### config.mk
export PLATFORM = sky130hd
export DESIGN_NAME = decode_queue
export DESIGN_NICKNAME = d
export VERILOG_FILES = /design/src/rtl/decode_pkg.sv /design/src/rtl/decode_pla.sv /design/src/rtl/decode_queue.sv
export SDC_FILE = /design/constraint.sdc
export NUM_CORES = 1
export LEC_CHECK = 0
export ABC_AREA = 1
export CAP_MARGIN = 15
export CORE_AREA = 10 10 294 155
export CTS_BUF_LIST = sky130_fd_sc_hd__clkbuf_4
export CTS_CLUSTER_DIAMETER = 80
export CTS_CLUSTER_SIZE = 20
export DETAILED_ROUTE_END_ITERATION = 8
export DIE_AREA = 0 0 304 165
export SLEW_MARGIN = 10
export SYNTH_ARGS = -nofsm -noshare
export SYNTH_HDL_FRONTEND = slang
export SYNTH_SLANG_ARGS = --single-unit
### constraint.sdc
create_clock -name clk -period 9.8 [get_ports clk]
set_input_delay 1.96 -clock clk [delete_from_list [all_inputs] [get_ports clk]]
set_output_delay 1.96 -clock clk [all_outputs]
set_load 0.01 [all_outputs]
### src/rtl/decode_pkg.sv
// Shared encodings and the decoded-entry record for the fetch/decode queue.
// Combinational helpers only; no state lives here.
// Unit/op/imm codes are consumed by the issue stage as-is.
package decode_pkg;

  // Execution unit
  localparam logic [1:0] UNIT_ALU = 2'b00;
  localparam logic [1:0] UNIT_BRU = 2'b01;
  localparam logic [1:0] UNIT_LSU = 2'b10;
  localparam logic [1:0] UNIT_MUL = 2'b11;

  // Immediate format
  localparam logic [3:0] IMM_NONE = 4'd0;
  localparam logic [3:0] IMM_I    = 4'd1;
  localparam logic [3:0] IMM_S    = 4'd2;
  localparam logic [3:0] IMM_B    = 4'd3;
  localparam logic [3:0] IMM_U    = 4'd4;
  localparam logic [3:0] IMM_J    = 4'd5;

  // ALU operations; BRU uses 0=JAL, 1=JALR, {1,funct3}=branch;
  // LSU uses {is_store, funct3}; MUL uses {0, funct3}
  localparam logic [3:0] OP_ADD   = 4'd0;
  localparam logic [3:0] OP_SUB   = 4'd1;
  localparam logic [3:0] OP_SLL   = 4'd2;
  localparam logic [3:0] OP_SLT   = 4'd3;
  localparam logic [3:0] OP_SLTU  = 4'd4;
  localparam logic [3:0] OP_XOR   = 4'd5;
  localparam logic [3:0] OP_SRL   = 4'd6;
  localparam logic [3:0] OP_SRA   = 4'd7;
  localparam logic [3:0] OP_OR    = 4'd8;
  localparam logic [3:0] OP_AND   = 4'd9;
  localparam logic [3:0] OP_LUI   = 4'd10;
  localparam logic [3:0] OP_AUIPC = 4'd11;
  localparam logic [3:0] OP_NOP   = 4'd12;

  typedef struct packed {
    logic [31:0] pc;
    logic [31:0] insn;
    logic        rd_valid;
    logic        rs1_valid;
    logic        rs2_valid;
    logic        is_wfi;
    logic [3:0]  imm;
    logic [1:0]  unit;
    logic [3:0]  op;
    logic        illegal;
  } dec_entry_t;

  // Map funct3 (plus the funct7[5] alternate bit) of OP/OP-IMM to an ALU op
  function automatic logic [3:0] alu_op(input logic [2:0] f3, input logic alt);
    case (f3)
      3'd0:    return alt ? OP_SUB : OP_ADD;
      3'd1:    return OP_SLL;
      3'd2:    return OP_SLT;
      3'd3:    return OP_SLTU;
      3'd4:    return OP_XOR;
      3'd5:    return alt ? OP_SRA : OP_SRL;
      3'd6:    return OP_OR;
      default: return OP_AND;
    endcase
  endfunction

endpackage

### src/rtl/decode_pla.sv
// Single-word RV32I(+M) decoder: raw word + PC in, decoded entry out.
// Latency: purely combinational.
// Backpressure: none; unrecognised words come out flagged illegal with all decode fields zero.
module decode_pla
  import decode_pkg::*;
#(
  parameter int M_EXT = 0
) (
  input  logic [31:0] i_insn,
  input  logic [31:0] i_pc,
  output dec_entry_t  o_entry
);

  logic [6:0] w_opc;
  logic [2:0] w_f3;
  logic [6:0] w_f7;
  logic       w_legal;
  logic       w_rd, w_rs1, w_rs2, w_wfi;
  logic [3:0] w_imm;
  logic [1:0] w_unit;
  logic [3:0] w_op;

  assign w_opc = i_insn[6:0];
  assign w_f3  = i_insn[14:12];
  assign w_f7  = i_insn[31:25];

  // Opcode classification; any unmatched encoding leaves w_legal low
  always_comb begin
    w_legal = 1'b0;
    w_rd    = 1'b0;
    w_rs1   = 1'b0;
    w_rs2   = 1'b0;
    w_wfi   = 1'b0;
    w_imm   = IMM_NONE;
    w_unit  = UNIT_ALU;
    w_op    = OP_NOP;
    case (w_opc)
      7'b0110111: begin w_legal = 1'b1; w_rd = 1'b1; w_imm = IMM_U; w_op = OP_LUI; end
      7'b0010111: begin w_legal = 1'b1; w_rd = 1'b1; w_imm = IMM_U; w_op = OP_AUIPC; end
      7'b1101111: begin
        w_legal = 1'b1; w_rd = 1'b1; w_imm = IMM_J; w_unit = UNIT_BRU; w_op = 4'd0;
      end
      7'b1100111: begin
        w_legal = (w_f3 == 3'd0);
        w_rd = 1'b1; w_rs1 = 1'b1; w_imm = IMM_I; w_unit = UNIT_BRU; w_op = 4'd1;
      end
      7'b1100011: begin
        w_legal = (w_f3 != 3'd2) && (w_f3 != 3'd3);
        w_rs1 = 1'b1; w_rs2 = 1'b1; w_imm = IMM_B; w_unit = UNIT_BRU; w_op = {1'b1, w_f3};
      end
      7'b0000011: begin
        w_legal = (w_f3 != 3'd3) && (w_f3 != 3'd6) && (w_f3 != 3'd7);
        w_rd = 1'b1; w_rs1 = 1'b1; w_imm = IMM_I; w_unit = UNIT_LSU; w_op = {1'b0, w_f3};
      end
      7'b0100011: begin
        w_legal = (w_f3 <= 3'd2);
        w_rs1 = 1'b1; w_rs2 = 1'b1; w_imm = IMM_S; w_unit = UNIT_LSU; w_op = {1'b1, w_f3};
      end
      7'b0010011: begin
        // Shift-immediates carry funct7 in the upper bits; only SRAI may set bit 30
        if (w_f3 == 3'd1)      w_legal = (w_f7 == 7'b0000000);
        else if (w_f3 == 3'd5) w_legal = (w_f7 == 7'b0000000) || (w_f7 == 7'b0100000);
        else                   w_legal = 1'b1;
        w_rd = 1'b1; w_rs1 = 1'b1; w_imm = IMM_I;
        w_op = alu_op(w_f3, (w_f3 == 3'd5) && w_f7[5]);
      end
      7'b0110011: begin
        w_rd = 1'b1; w_rs1 = 1'b1; w_rs2 = 1'b1;
        if (w_f7 == 7'b0000000) begin
          w_legal = 1'b1; w_op = alu_op(w_f3, 1'b0);
        end else if ((w_f7 == 7'b0100000) && ((w_f3 == 3'd0) || (w_f3 == 3'd5))) begin
          w_legal = 1'b1; w_op = alu_op(w_f3, 1'b1);
        end else if ((w_f7 == 7'b0000001) && (M_EXT != 0)) begin
          w_legal = 1'b1; w_unit = UNIT_MUL; w_op = {1'b0, w_f3};
        end
      end
      7'b0001111: w_legal = (w_f3 == 3'd0);
      7'b1110011: begin
        // WFI is the only SYSTEM word this core executes
        w_legal = (i_insn == 32'h1050_0073);
        w_wfi   = 1'b1;
      end
      default: w_legal = 1'b0;
    endcase
  end

  // Illegal words keep only pc/insn so downstream can raise the trap
  always_comb begin
    o_entry           = '0;
    o_entry.pc        = i_pc;
    o_entry.insn      = i_insn;
    o_entry.illegal   = ~w_legal;
    if (w_legal) begin
      o_entry.rd_valid  = w_rd;
      o_entry.rs1_valid = w_rs1;
      o_entry.rs2_valid = w_rs2;
      o_entry.is_wfi    = w_wfi;
      o_entry.imm       = w_imm;
      o_entry.unit      = w_unit;
      o_entry.op        = w_op;
    end
  end

endmodule

### src/rtl/decode_queue.sv
// Decodes each present slot of a fetch bundle and buffers the entries in order.
// Latency: an entry accepted at edge N is at the head in cycle N+1 when the buffer was empty.
// Backpressure: in_ready is high only while a whole bundle fits, taken from registered count.
module decode_queue
  import decode_pkg::*;
#(
  parameter int FETCH_W = 2,
  parameter int DEPTH   = 4,
  parameter int M_EXT   = 0
) (
  input  logic                   clk,
  input  logic                   reset,
  input  logic                   flush,
  input  logic                   in_valid,
  output logic                   in_ready,
  input  logic [32*FETCH_W-1:0]  in_insn,
  input  logic [FETCH_W-1:0]     in_mask,
  input  logic [31:0]            in_pc,
  output logic                   out_valid,
  input  logic                   out_ready,
  output logic [31:0]            out_pc,
  output logic [31:0]            out_insn,
  output logic                   out_rd_valid,
  output logic                   out_rs1_valid,
  output logic                   out_rs2_valid,
  output logic                   out_is_wfi,
  output logic                   out_illegal,
  output logic [3:0]             out_imm,
  output logic [1:0]             out_unit,
  output logic [3:0]             out_op
);

  localparam int PW = (DEPTH > 1) ? $clog2(DEPTH) : 1;
  localparam int CW = $clog2(DEPTH) + 1;

  if ((FETCH_W < 1) || (FETCH_W > 4) || (DEPTH < FETCH_W) || ((DEPTH & (DEPTH - 1)) != 0)) begin : g_bad_cfg
    $error("decode_queue: FETCH_W must be 1..4 and DEPTH a power of two >= FETCH_W");
  end

  dec_entry_t       r_mem [DEPTH];
  logic [PW-1:0]    r_rd_ptr;
  logic [PW-1:0]    r_wr_ptr;
  logic [CW-1:0]    r_count;

  dec_entry_t       w_dec [FETCH_W];
  logic [PW-1:0]    w_idx [FETCH_W];
  logic [CW-1:0]    w_push_cnt;
  logic [CW-1:0]    w_push_n;
  logic             w_fire_in;
  logic             w_fire_out;
  dec_entry_t       w_head;

  // Pointer advance modulo DEPTH; n never exceeds DEPTH so one subtract suffices
  function automatic logic [PW-1:0] ptr_add(input logic [PW-1:0] p, input logic [CW-1:0] n);
    logic [CW:0] s;
    s = (CW+1)'(p) + (CW+1)'(n);
    if (s >= (CW+1)'(DEPTH)) s = s - (CW+1)'(DEPTH);
    return s[PW-1:0];
  endfunction

  for (genvar g = 0; g < FETCH_W; g++) begin : g_pla
    decode_pla #(.M_EXT(M_EXT)) u_pla (
      .i_insn  (in_insn[32*g +: 32]),
      .i_pc    (in_pc + 32'(4 * g)),
      .o_entry (w_dec[g])
    );
  end

  assign in_ready   = (r_count <= CW'(DEPTH - FETCH_W));
  assign out_valid  = (r_count != '0);
  assign w_fire_in  = in_valid & in_ready & ~flush & ~reset;
  assign w_fire_out = out_valid & out_ready;
  assign w_push_n   = w_fire_in ? w_push_cnt : '0;

  // Compact present slots: each gets the next free entry after the lower present slots
  always_comb begin
    w_push_cnt = '0;
    for (int i = 0; i < FETCH_W; i++) begin
      w_idx[i] = ptr_add(r_wr_ptr, w_push_cnt);
      if (in_mask[i]) w_push_cnt = w_push_cnt + CW'(1);
    end
  end

  // Occupancy and pointers; reset and flush both empty the buffer and win over traffic
  always_ff @(posedge clk) begin
    if (reset || flush) begin
      r_rd_ptr <= '0;
      r_wr_ptr <= '0;
      r_count  <= '0;
    end else begin
      if (w_fire_in)  r_wr_ptr <= ptr_add(r_wr_ptr, w_push_cnt);
      if (w_fire_out) r_rd_ptr <= ptr_add(r_rd_ptr, CW'(1));
      r_count <= r_count + w_push_n - CW'(w_fire_out);
    end
  end

  // Entry storage is data-only and deliberately not reset
  always_ff @(posedge clk) begin
    if (w_fire_in) begin
      for (int i = 0; i < FETCH_W; i++) begin
        if (in_mask[i]) r_mem[w_idx[i]] <= w_dec[i];
      end
    end
  end

  assign w_head        = r_mem[r_rd_ptr];
  assign out_pc        = w_head.pc;
  assign out_insn      = w_head.insn;
  assign out_rd_valid  = w_head.rd_valid;
  assign out_rs1_valid = w_head.rs1_valid;
  assign out_rs2_valid = w_head.rs2_valid;
  assign out_is_wfi    = w_head.is_wfi;
  assign out_illegal   = w_head.illegal;
  assign out_imm       = w_head.imm;
  assign out_unit      = w_head.unit;
  assign out_op        = w_head.op;

endmodule

==> key figures, run 1 <==
STA
  – Least-Margin Pin Slew: 1162 ps
  – Fin crit share: roughly three fifths
  – Final Max Tran Viols: 0
  – Setup-failing EPs final: 0
  – Final Hold Viols: 0
  – Clock skew: 49.86 ps
  – Worst setup margin: 3911 ps
  – Crit path time final: 5889 ps
  – Max-Slew Margin vs Limit: 22.23%
  – RSZ-0062 raised after global routing: false
  – Final setup TNS: 0 ps
  – FMAX: 169.8 MHz

Floorplanning
  – Core Region: 0.04014 sq mm
  – I/O Pins: 184
  – Chip height: 165 um
  – Die Span X: 304 um
  – FP Rows: 52
  – Die area: 0.05016 sq mm
  – Initial Util: 44.62%

Logic synthesis
  – Most common library cells after synthesis: 513 x nand2_1, 373 x o21ai_0, 312 x edfxtp_1, 246 x nor2_1, 114 x inv_1
  – Post-synth net total: approximately 2.2k
  – Most frequent cell after synthesis: nand2_1
  – Cell taking the most area after synthesis: edfxtp_1
  – Synthesized area: 0.01791 sq mm
  – #FFs+latches synth: ~320
  – Yosys top cell area share: a little over half
  – Post-synth cell types: 46
  – Synth Instances: ~2.1k
  – Synth area leaders: edfxtp_1 52%, nand2_1 11%, o21ai_0 10%
  – Syn_area_per_cell: 8.538 sq um
  – Share of async-settable or async-resettable flops after synthesis: 0%
  – Main synth FF type: edfxtp_1
  – Seq/Total Area, Yosys: 53.31%
  – Number of flops mapped to enable cells by yosys: 312
  – Warnings from Yosys: 0

Clock network
  – Sink Count: 321
  – Clk buf depth: 3
  – CTS tree: built
  – # hold bufs at CTS: 0
  – CTS-repair resized insts: 0
  – Clock-pin slew on the worst setup and hold paths: 200 ps
  – Setup Fix Bufs, Post-CTS: 0
  – CTS root buf: clkbuf_4
  – H-tree levels: 1
  – Worst skew pair latency: 750 ps
  – CTS Buf Count: 20

Final layout
  – Nets: 2286
  – P&R area growth vs syn: 12.22%
  – Reg area: 0.009554 sq mm
  – Multi-input gate area: 0.007214 sq mm
  – Util after Layout: 50.07%
  – Share of post-route cells with drive strength above 1: 5.502%
  – # fillers: 3854

Drt
  – WL final: 52320 um
  – Final ANT Viol Nets: 0
  – Via/cell ratio: 5.443
  – Drt wl/cell: 19.21 um
  – DR pass1 iterations: 5
  – Initial DRC Count: 1290
  – DR vias: 14.83k
  – DR DRC count: 0

Outcome
  – Outcome: finished, final reports clean

Placement
  – GPL Wtd Cong: 0.8999
  – # port buffers: 182
  – Pre-CTS WS: approximately 4000 ps
  – Dpl hpwl: 33060 um

Setup path
  – Critical Path Slowest Stage Cell: buf_4
  – CP startpoint kind: register
  – Worst setup path class: reg2out
  – CP arrival: 3930 ps
  – Worst path cell trace: inv_4 -> buf_4 -> o21ai_0 -> o22ai_1 -> clkdlybuf4s50_1
  – Crit path required time: 7840 ps
  – Worst Path Max Fanout: 79
  – Crit. End Element: primary output
  – Max stage delay on crit path: 740 ps

Power
  – Sw frac: 25.85%
  – Switching power: 0.6193 mW
  – Clock power share: around a quarter
  – Peak VDD IR: 0.00005965 V
  – Power Density: 119.2 mW/mm^2
  – Internal: 1.776 mW
  – Leak: slightly below 8 nW
  – Gate power share: 12.8%
  – Sequential fraction of design power: 64.0%

Global route
  – First-pass GRT wire length: 80910 um
  – Pin count of the biggest net entering global routing: between 100 and 150
  – Grt total ovfl: 0
  – Initial antenna violation count: 3
  – Vias in the first global route: 14.12k
  – Tot GR Track Use: 20.15%

Job
  – MaxCap Viol Count: 0

Worst hold path
  – Worst Hold Class: reg2reg
[critical path: cells and delay by family (launching register included)]
kind	cells	cell delay, ps
buf+inv	3	2030
compound gates	2	480
flops	1	570
[cell usage in the layout (no fill, tap or decap), drive strengths merged, types with 3 or more instances in the layout]
master         count
nand3            113
o22ai             78
o21ai            412
edfxtp           312
nor2             268
buf               16
dfxtp              9
nor3              23
nand4             18
a21oi             16
ha                 7
clkdlybuf4s50    182
inv              127
nand2            529
xor2              26
diode              3
clkbuf            27
[area by class of cell]
type	instances	area share, %
clock buffers	27	1.008
clock inverters	1	0.09959
inverters	128	2.415
multi-input cells	1506	35.89
diodes	3	0.03735
repair buffers	198	9.660
flip-flops and latches	321	47.53
well taps	540	3.361
[cell families (layout without fill, tap and decap cells)]
group / count (synthesis) / count (layout) / share of synthesized area, %
other cells: 1 / 4 / 0.02094
xor+xnor: 28 / 28 / 1.369
simple gates: 957 / 957 / 22.89
compound gates: 510 / 510 / 14.99
flops: 321 / 321 / 53.31
mux: 2 / 2 / 0.1118
fa+ha+maj: 8 / 8 / 0.6007
buf+inv: 271 / 354 / 6.706
[per-layer routing]
| metal | vias to the layer above | part of all wire (%) | global-route usage, % |
|---|---|---|---|
| li1 | 7312 | - | - |
| met1 | 7040 | 43 | 26.25 |
| met2 | 428 | 50 | 35.94 |
| met3 | 48 | 5.6 | 2.333 |
| met4 | 0 | 1.6 | 4.103 |
| met5 | - | 0 | 0 |
[sequential cells by signal, summed over array words and instances, names as in the netlist, named ones only]
register  count
r_wr_ptr      2
r_count       3
r_rd_ptr      2
r_mem       312
[worst paths after layout]
| kind | startpoint | cells after the start | end | slack, ps |
|---|---|---|---|---|
| min | r_rd_ptr[1] | 2 | register | 480 |
| min reg2reg | r_rd_ptr[1] | 2 | register | 480 |
| max | register | 5 | out_is_wfi | 3910 |
| max reg2reg | r_count[0] | 6 | r_mem[0][68] | 6240 |
[power groups by stage]
| stage | clock network (mW) | registers [mW] | logic (mW) |
|---|---|---|---|
| after floorplan | 0 | 1.56 | 0.170 |
| after global placement | 0 | 1.56 | 0.305 |
| after detailed placement | 0 | 1.56 | 0.308 |
| after CTS | 0.567 | 1.53 | 0.309 |
| after global routing | 0.615 | 1.53 | 0.342 |
| final | 0.557 | 1.53 | 0.306 |
[stage by stage]
| stage | instances | total power, mW | instance area, sq um | hold WS [ps] |
|---|---|---|---|---|
| final | 2724 | 2.395 | 20100 | 478.8 |
| after global routing | 2723 | 2.491 | 20100 | 505.0 |
| after CTS | 2721 | 2.408 | 20090 | 478.5 |
| after detailed placement | 2693 | 1.871 | 19870 | 454.7 |
| after global placement | 2693 | 1.867 | 19870 | 446.4 |
| after floorplan | 2098 | 1.733 | 17910 | 435.6 |
Power figures use the tool's default switching activity.
==> run 2, diff against run 1 <==
--- a/config.mk
+++ b/config.mk
@@ -13,6 +13,7 @@
 export CTS_CLUSTER_SIZE = 20
 export DETAILED_ROUTE_END_ITERATION = 8
 export DIE_AREA = 0 0 304 165
+export PLACE_DENSITY = 0.67
 export SLEW_MARGIN = 10
 export SYNTH_ARGS = -nofsm -noshare
 export SYNTH_HDL_FRONTEND = slang
==> constraint.sdc (replaced) <==
create_clock -name clk -period 4.9 [get_ports clk]
set_input_delay 0.98 -clock clk [delete_from_list [all_inputs] [get_ports clk]]
set_output_delay 0.98 -clock clk [all_outputs]
set_load 0.01 [all_outputs]
==> key figures, run 2 (synthesis gave the netlist of run 1 again) <==
Setup path
  – Critical Path Slowest Stage Cell: dfxtp_4
  – Crit. End Element: primary output
  – Cell mode on critical path: buf_4
  – CP arrival: 3380 ps
  – Max stage delay on crit path: 790 ps
  – Worst setup path class: reg2out
  – CP startpoint kind: register
  – Crit path required time: just under 4000 ps
  – Worst path cell trace: buf_4 -> buf_4 -> o21ai_0 -> o22ai_1 -> clkdlybuf4s50_1
  – Worst Path Max Fanout: 53

Global route
  – Initial antenna violation count: 5
  – Pin count of the biggest net entering global routing: 93
  – Vias in the first global route: 14.30k
  – Tot GR Track Use: 20.31%
  – Grt total ovfl: 0
  – First-pass GRT wire length: about 82000 um

Drt
  – Metal2 WL: 26430 um
  – Final ANT Viol Nets: 0
  – Met3 wire length: between 3000 and 4000 um
  – WL final: 53020 um
  – DR top layer: met4
  – DR DRC count: 0
  – DR pass1 iterations: 6
  – Via/cell ratio: 5.503
  – DRT met1 WL: between 20000 and 25000 um
  – Initial DRC Count: 1585
  – DR vias: 15.06k
  – Drt wl/cell: between 15 and 20 um

Clock network
  – H-tree levels: 1
  – # hold bufs at CTS: 0
  – Clock-pin slew on the worst setup and hold paths: 220 ps
  – CTS tree: built
  – Setup Fix Bufs, Post-CTS: 0
  – CTS-repair resized insts: 0
  – CTS root buf: clkbuf_4
  – Sink Count: between 300 and 400
  – CTS Buf Count: 20
  – Clk buf depth: 3
  – Worst skew pair latency: 760 ps

STA
  – Final Hold Viols: 0
  – Fin crit share: 89.07%
  – Final Max Tran Viols: 0
  – Clock skew: ~58 ps
  – FMAX: around 230 MHz
  – RSZ-0062 raised after global routing: false
  – Max-Slew Margin vs Limit: 35.83%
  – Setup-failing EPs final: 0
  – Least-Margin Pin Slew: 962.6 ps
  – Crit path time final: 4365 ps

Power
  – Leak: between 7 and 8 nW
  – Tot Pwr: 4.813 mW
  – Peak VDD IR: roughly 0.00011 V
  – Power Density: 237.7 mW/mm^2

Placement
  – # port buffers: 182
  – Placed Instances: between 2k and 3k
  – Dpl hpwl: 34330 um
  – GPL Wtd Cong: 0.9431

Floorplanning
  – Initial Util: 44.62%
  – FP Rows: 52
  – I/O Pins: roughly 180
  – Die Span X: 304 um
  – Core Region: 0.04014 sq mm
  – Die area: 0.05016 sq mm
  – Chip height: 165 um

Final layout
  – Most frequent cells in the layout: 511 x nand2_1, 371 x o21ai_0, 312 x edfxtp_1, 246 x nor2_1, 182 x clkdlybuf4s50_1
  – Largest register FFs: 312
  – P&R area growth vs syn: 13.02%
  – Non-filler cells, final: 2736
  – Share of post-route cells with drive strength above 1: 5.933%
  – Nets: roughly 2.3k
  – Most common cell after layout, fill and taps aside: nand2_1
  – # fillers: 3747

Worst hold path
  – Worst Hold Class: reg2reg

Outcome
  – Outcome: finished, final reports clean

Job
  – MaxCap Viol Count: 0
[run 2: changes by cell type in the layout (fill, tap and decap cells not counted)]
| cell | change |
|---|---|
| diode_2 | +2 |
| buf_12 | +5 |
| clkinv_1 | -2 |
| inv_1 | +2 |
| buf_4 | +4 |
| clkbuf_4 | +1 |
[run 2: layout make-up]
cell class	instances	area, sq um	area share (%)
Clock buffer	28	210.2	1.038
Inverter	128	485.5	2.398
Timing Repair Buffer	207	2072	10.23
Clock inverter	1	20.02	0.09889
Sequential cell	321	9554	47.19
Multi-Input combinational cell	1506	7214	35.64
Antenna cell	5	12.51	0.06180
Tap cell	540	675.6	3.337
[run 2: critical path: cells and delay by family (launching register included)]
| kind | cells | cell delay, ps |
|---|---|---|
| flip-flops | 1 | 790 |
| buffers and inverters | 3 | 1410 |
| AO/OA/AOI/OAI | 2 | 370 |
[run 2: where the power goes]
part           switching (mW)  internal, mW
Sequential             0.0145          3.05
Clock                   0.857         0.269
Combinational           0.378         0.245
Total                    1.25          3.56
[run 2: layer usage]
metal,GRT usage [%],vias to the layer above
li1,-,7334
met1,26.13,7153
met2,36.10,498
met3,2.397,71
met4,5.308,0
met5,0,-
[run 2: metrics by stage]
step                      hold slack, ps  utilization, %  area, sq um  worst slack (ps)  TNS, ps
after floorplan                    435.6               -        17910            -662.1  -103290
after global placement             453.9           49.83        20000              1207        0
after global routing               530.9           50.42        20240             307.5        0
final                              480.1           50.43        20240             535.5        0
after detailed placement           463.3           49.83        20000              1151        0
after CTS                          486.8           50.40        20230             506.5        0
[run 2: path summary, 6_finish.rpt]
path          startpoint            to  slack [ps]  cells past startpoint
max             register    out_pc[11]         540                      5
min          r_rd_ptr[0]      register         480                      1
max reg2reg  r_wr_ptr[0]  r_mem[2][33]        2250                      7
min reg2reg  r_rd_ptr[0]      register         480                      1
==> run 3, diff against run 2 <==
--- a/config.mk
+++ b/config.mk
@@ -8,12 +8,11 @@
 export ABC_AREA = 1
 export CAP_MARGIN = 15
 export CORE_AREA = 10 10 294 155
-export CTS_BUF_LIST = sky130_fd_sc_hd__clkbuf_4
+export CTS_BUF_LIST = sky130_fd_sc_hd__clkbuf_16
 export CTS_CLUSTER_DIAMETER = 80
 export CTS_CLUSTER_SIZE = 20
 export DETAILED_ROUTE_END_ITERATION = 8
 export DIE_AREA = 0 0 304 165
-export PLACE_DENSITY = 0.67
 export SLEW_MARGIN = 10
 export SYNTH_ARGS = -nofsm -noshare
 export SYNTH_HDL_FRONTEND = slang
==> constraint.sdc (replaced) <==
create_clock -name clk -period 5.08 [get_ports clk]
set_input_delay 1.016 -clock clk [delete_from_list [all_inputs] [get_ports clk]]
set_output_delay 1.016 -clock clk [all_outputs]
set_load 0.01 [all_outputs]
==> key figures, run 3 (synthesis gave the netlist of run 1 again) <==
Floorplanning
  – Initial Util: 44.62%
  – Core Region: 0.04014 sq mm
  – I/O Pins: approximately 180
  – Die area: 0.05016 sq mm
  – Die Span X: a little over 300 um
  – Chip height: 165 um
  – FP Rows: 52

Setup path
  – Worst Path Max Fanout: 76
  – Worst setup path class: reg2out
  – CP startpoint kind: register
  – CP Buf/Inv Count: 3
  – Worst path top cell family by delay: buffers and inverters
  – Worst reg2reg endpoint: r_mem[2][55]
  – R2R depth: 7
  – R2R Setup Slk: 2490 ps
  – Crit. End Element: primary output
  – Worst path cell trace: inv_4 -> buf_4 -> nor2_1 -> o22ai_1 -> clkdlybuf4s50_1
  – Max stage delay on crit path: between 700 and 800 ps
  – CP Capture Point: out_pc[28]
  – Cell depth of the worst setup path: 5
  – CP arrival: between 3000 and 4000 ps
  – Critical Path Slowest Stage Cell: inv_4
  – Crit path required time: 4060 ps
  – Reg2Reg Launch Point: r_wr_ptr[0]

Placement
  – Pre-CTS WS: 1349 ps
  – GPL Wtd Cong: 0.9104
  – # port buffers: 182
  – Dpl hpwl: between 30000 and 40000 um

Power
  – Sw frac: about 25%
  – Internal: a little under 4 mW
  – Gate power share: 11.5%
  – Sequential fraction of design power: 56.7%
  – Leak: 8.043 nW
  – Peak VDD IR: 0.0002089 V
  – Clock power share: between 30% and 40%
  – Tot Pwr: 5.213 mW
  – Switching power: 1.282 mW
  – Power Density: 253.3 mW/mm^2

Global route
  – Met2 usage: 36.14%
  – Grt met1 use: a little over a quarter
  – Tot GR Track Use: 20.69%
  – Grt total ovfl: 0
  – Grt met3 use: 2.882%
  – Pin count of the biggest net entering global routing: 95
  – Vias in the first global route: 14.25k
  – Initial antenna violation count: 0
  – Gr busiest metal: met2
  – First-pass GRT wire length: around 83000 um

Clock network
  – Clock-pin slew on the worst setup and hold paths: 90 ps
  – CTS-repair resized insts: 0
  – CTS Buf Count: 20
  – Setup Fix Bufs, Post-CTS: 0
  – CTS root buf: clkbuf_16
  – # hold bufs at CTS: 0
  – CTS tree: built
  – H-tree levels: 1
  – Sink Count: ~320
  – Clk buf depth: 3
  – Worst skew pair latency: 550 ps

Final layout
  – Nets: 2296
  – Most frequent cells in the layout: 511 x nand2_1, 371 x o21ai_0, 312 x edfxtp_1, 246 x nor2_1, 182 x clkdlybuf4s50_1
  – Share of post-route cells with drive strength above 1: about 5.7%
  – Util after Layout: 51.27%
  – # fillers: between 3k and 4k
  – Most common cell after layout, fill and taps aside: nand2_1
  – P&R area growth vs syn: 14.90%
  – Diode count: 0
  – Largest register FFs: 312

STA
  – Max-Slew Margin vs Limit: a little under a third
  – Hold Slack: 484.8 ps
  – Crit path time final: about 4300 ps
  – Final Max Tran Viols: 0
  – Least-Margin Pin Slew: approximately 1000 ps
  – Clock skew: 26.78 ps
  – Final setup TNS: 0 ps
  – Fin crit share: 84.20%
  – RSZ-0062 raised after global routing: false
  – Setup-failing EPs final: 0
  – Worst setup margin: around 800 ps
  – FMAX: 233.8 MHz
  – Final Hold Viols: 0

Job
  – MaxCap Viol Count: 0

Drt
  – Drt wl/cell: around 20 um
  – DR vias: ~15k
  – Via/cell ratio: 5.457
  – DR pass1 iterations: 5
  – WL final: 53730 um
  – Initial DRC Count: 1453
  – Final ANT Viol Nets: 0
  – DR DRC count: 0

Worst hold path
  – Worst Hold Class: reg2reg
  – Hold path start: r_rd_ptr[1]

Outcome
  – Outcome: finished, final reports clean
## run 3: cell count changes in the layout (fill, tap and decap cells not counted)
cell	previous run	this run
diode_2	5	0
inv_1	112	119
clkbuf_4	28	0
buf_4	20	21
clkbuf_16	0	21
## run 3: worst min path at each step
stage	to	cells past startpoint
floorplan	register	2
global placement	register	1
detailed placement	register	1
CTS	register	1
global route	register	2
finish	register	2
## run 3: cell type report
| type | instances | area [sq um] | area share (%) |
|---|---|---|---|
| Multi-Input combinational cell | 1506 | 7214 | 35.05 |
| Tap cell | 540 | 675.6 | 3.283 |
| Clock inverter | 8 | 46.29 | 0.2249 |
| Timing Repair Buffer | 208 | 2079 | 10.10 |
| Clock buffer | 21 | 525.5 | 2.553 |
| Inverter | 128 | 485.5 | 2.359 |
| Sequential cell | 321 | 9554 | 46.42 |
## run 3: metal layers
| metal | wire length (um) | up-vias |
|---|---|---|
| li1 | - | 7328 |
| met1 | 23050 | 7047 |
| met2 | 26290 | 472 |
| met3 | 3350 | 62 |
| met4 | 1031 | 0 |
| met5 | 0 | - |
## run 3: worst min-delay path, stage by stage, from the launching register on
cell and delay, ps:
dfxtp_1 310, inv_1 60, a21oi_1 70
## run 3: power by group through the flow
stage	clock network [mW]	registers [mW]	logic, mW
floorplan	0	3.01	0.328
CTS	1.68	2.95	0.601
global placement	0	3.01	0.592
detailed placement	0	3.02	0.599
finish	1.66	2.95	0.598
global route	1.77	2.96	0.665
## run 3: stage by stage
stage | cells | instance area (sq um)
final | 2732 | 20580
after global routing | 2732 | 20580
after CTS | 2732 | 20580
after detailed placement | 2703 | 20010
after global placement | 2703 | 20010
after floorplan | 2098 | 17910
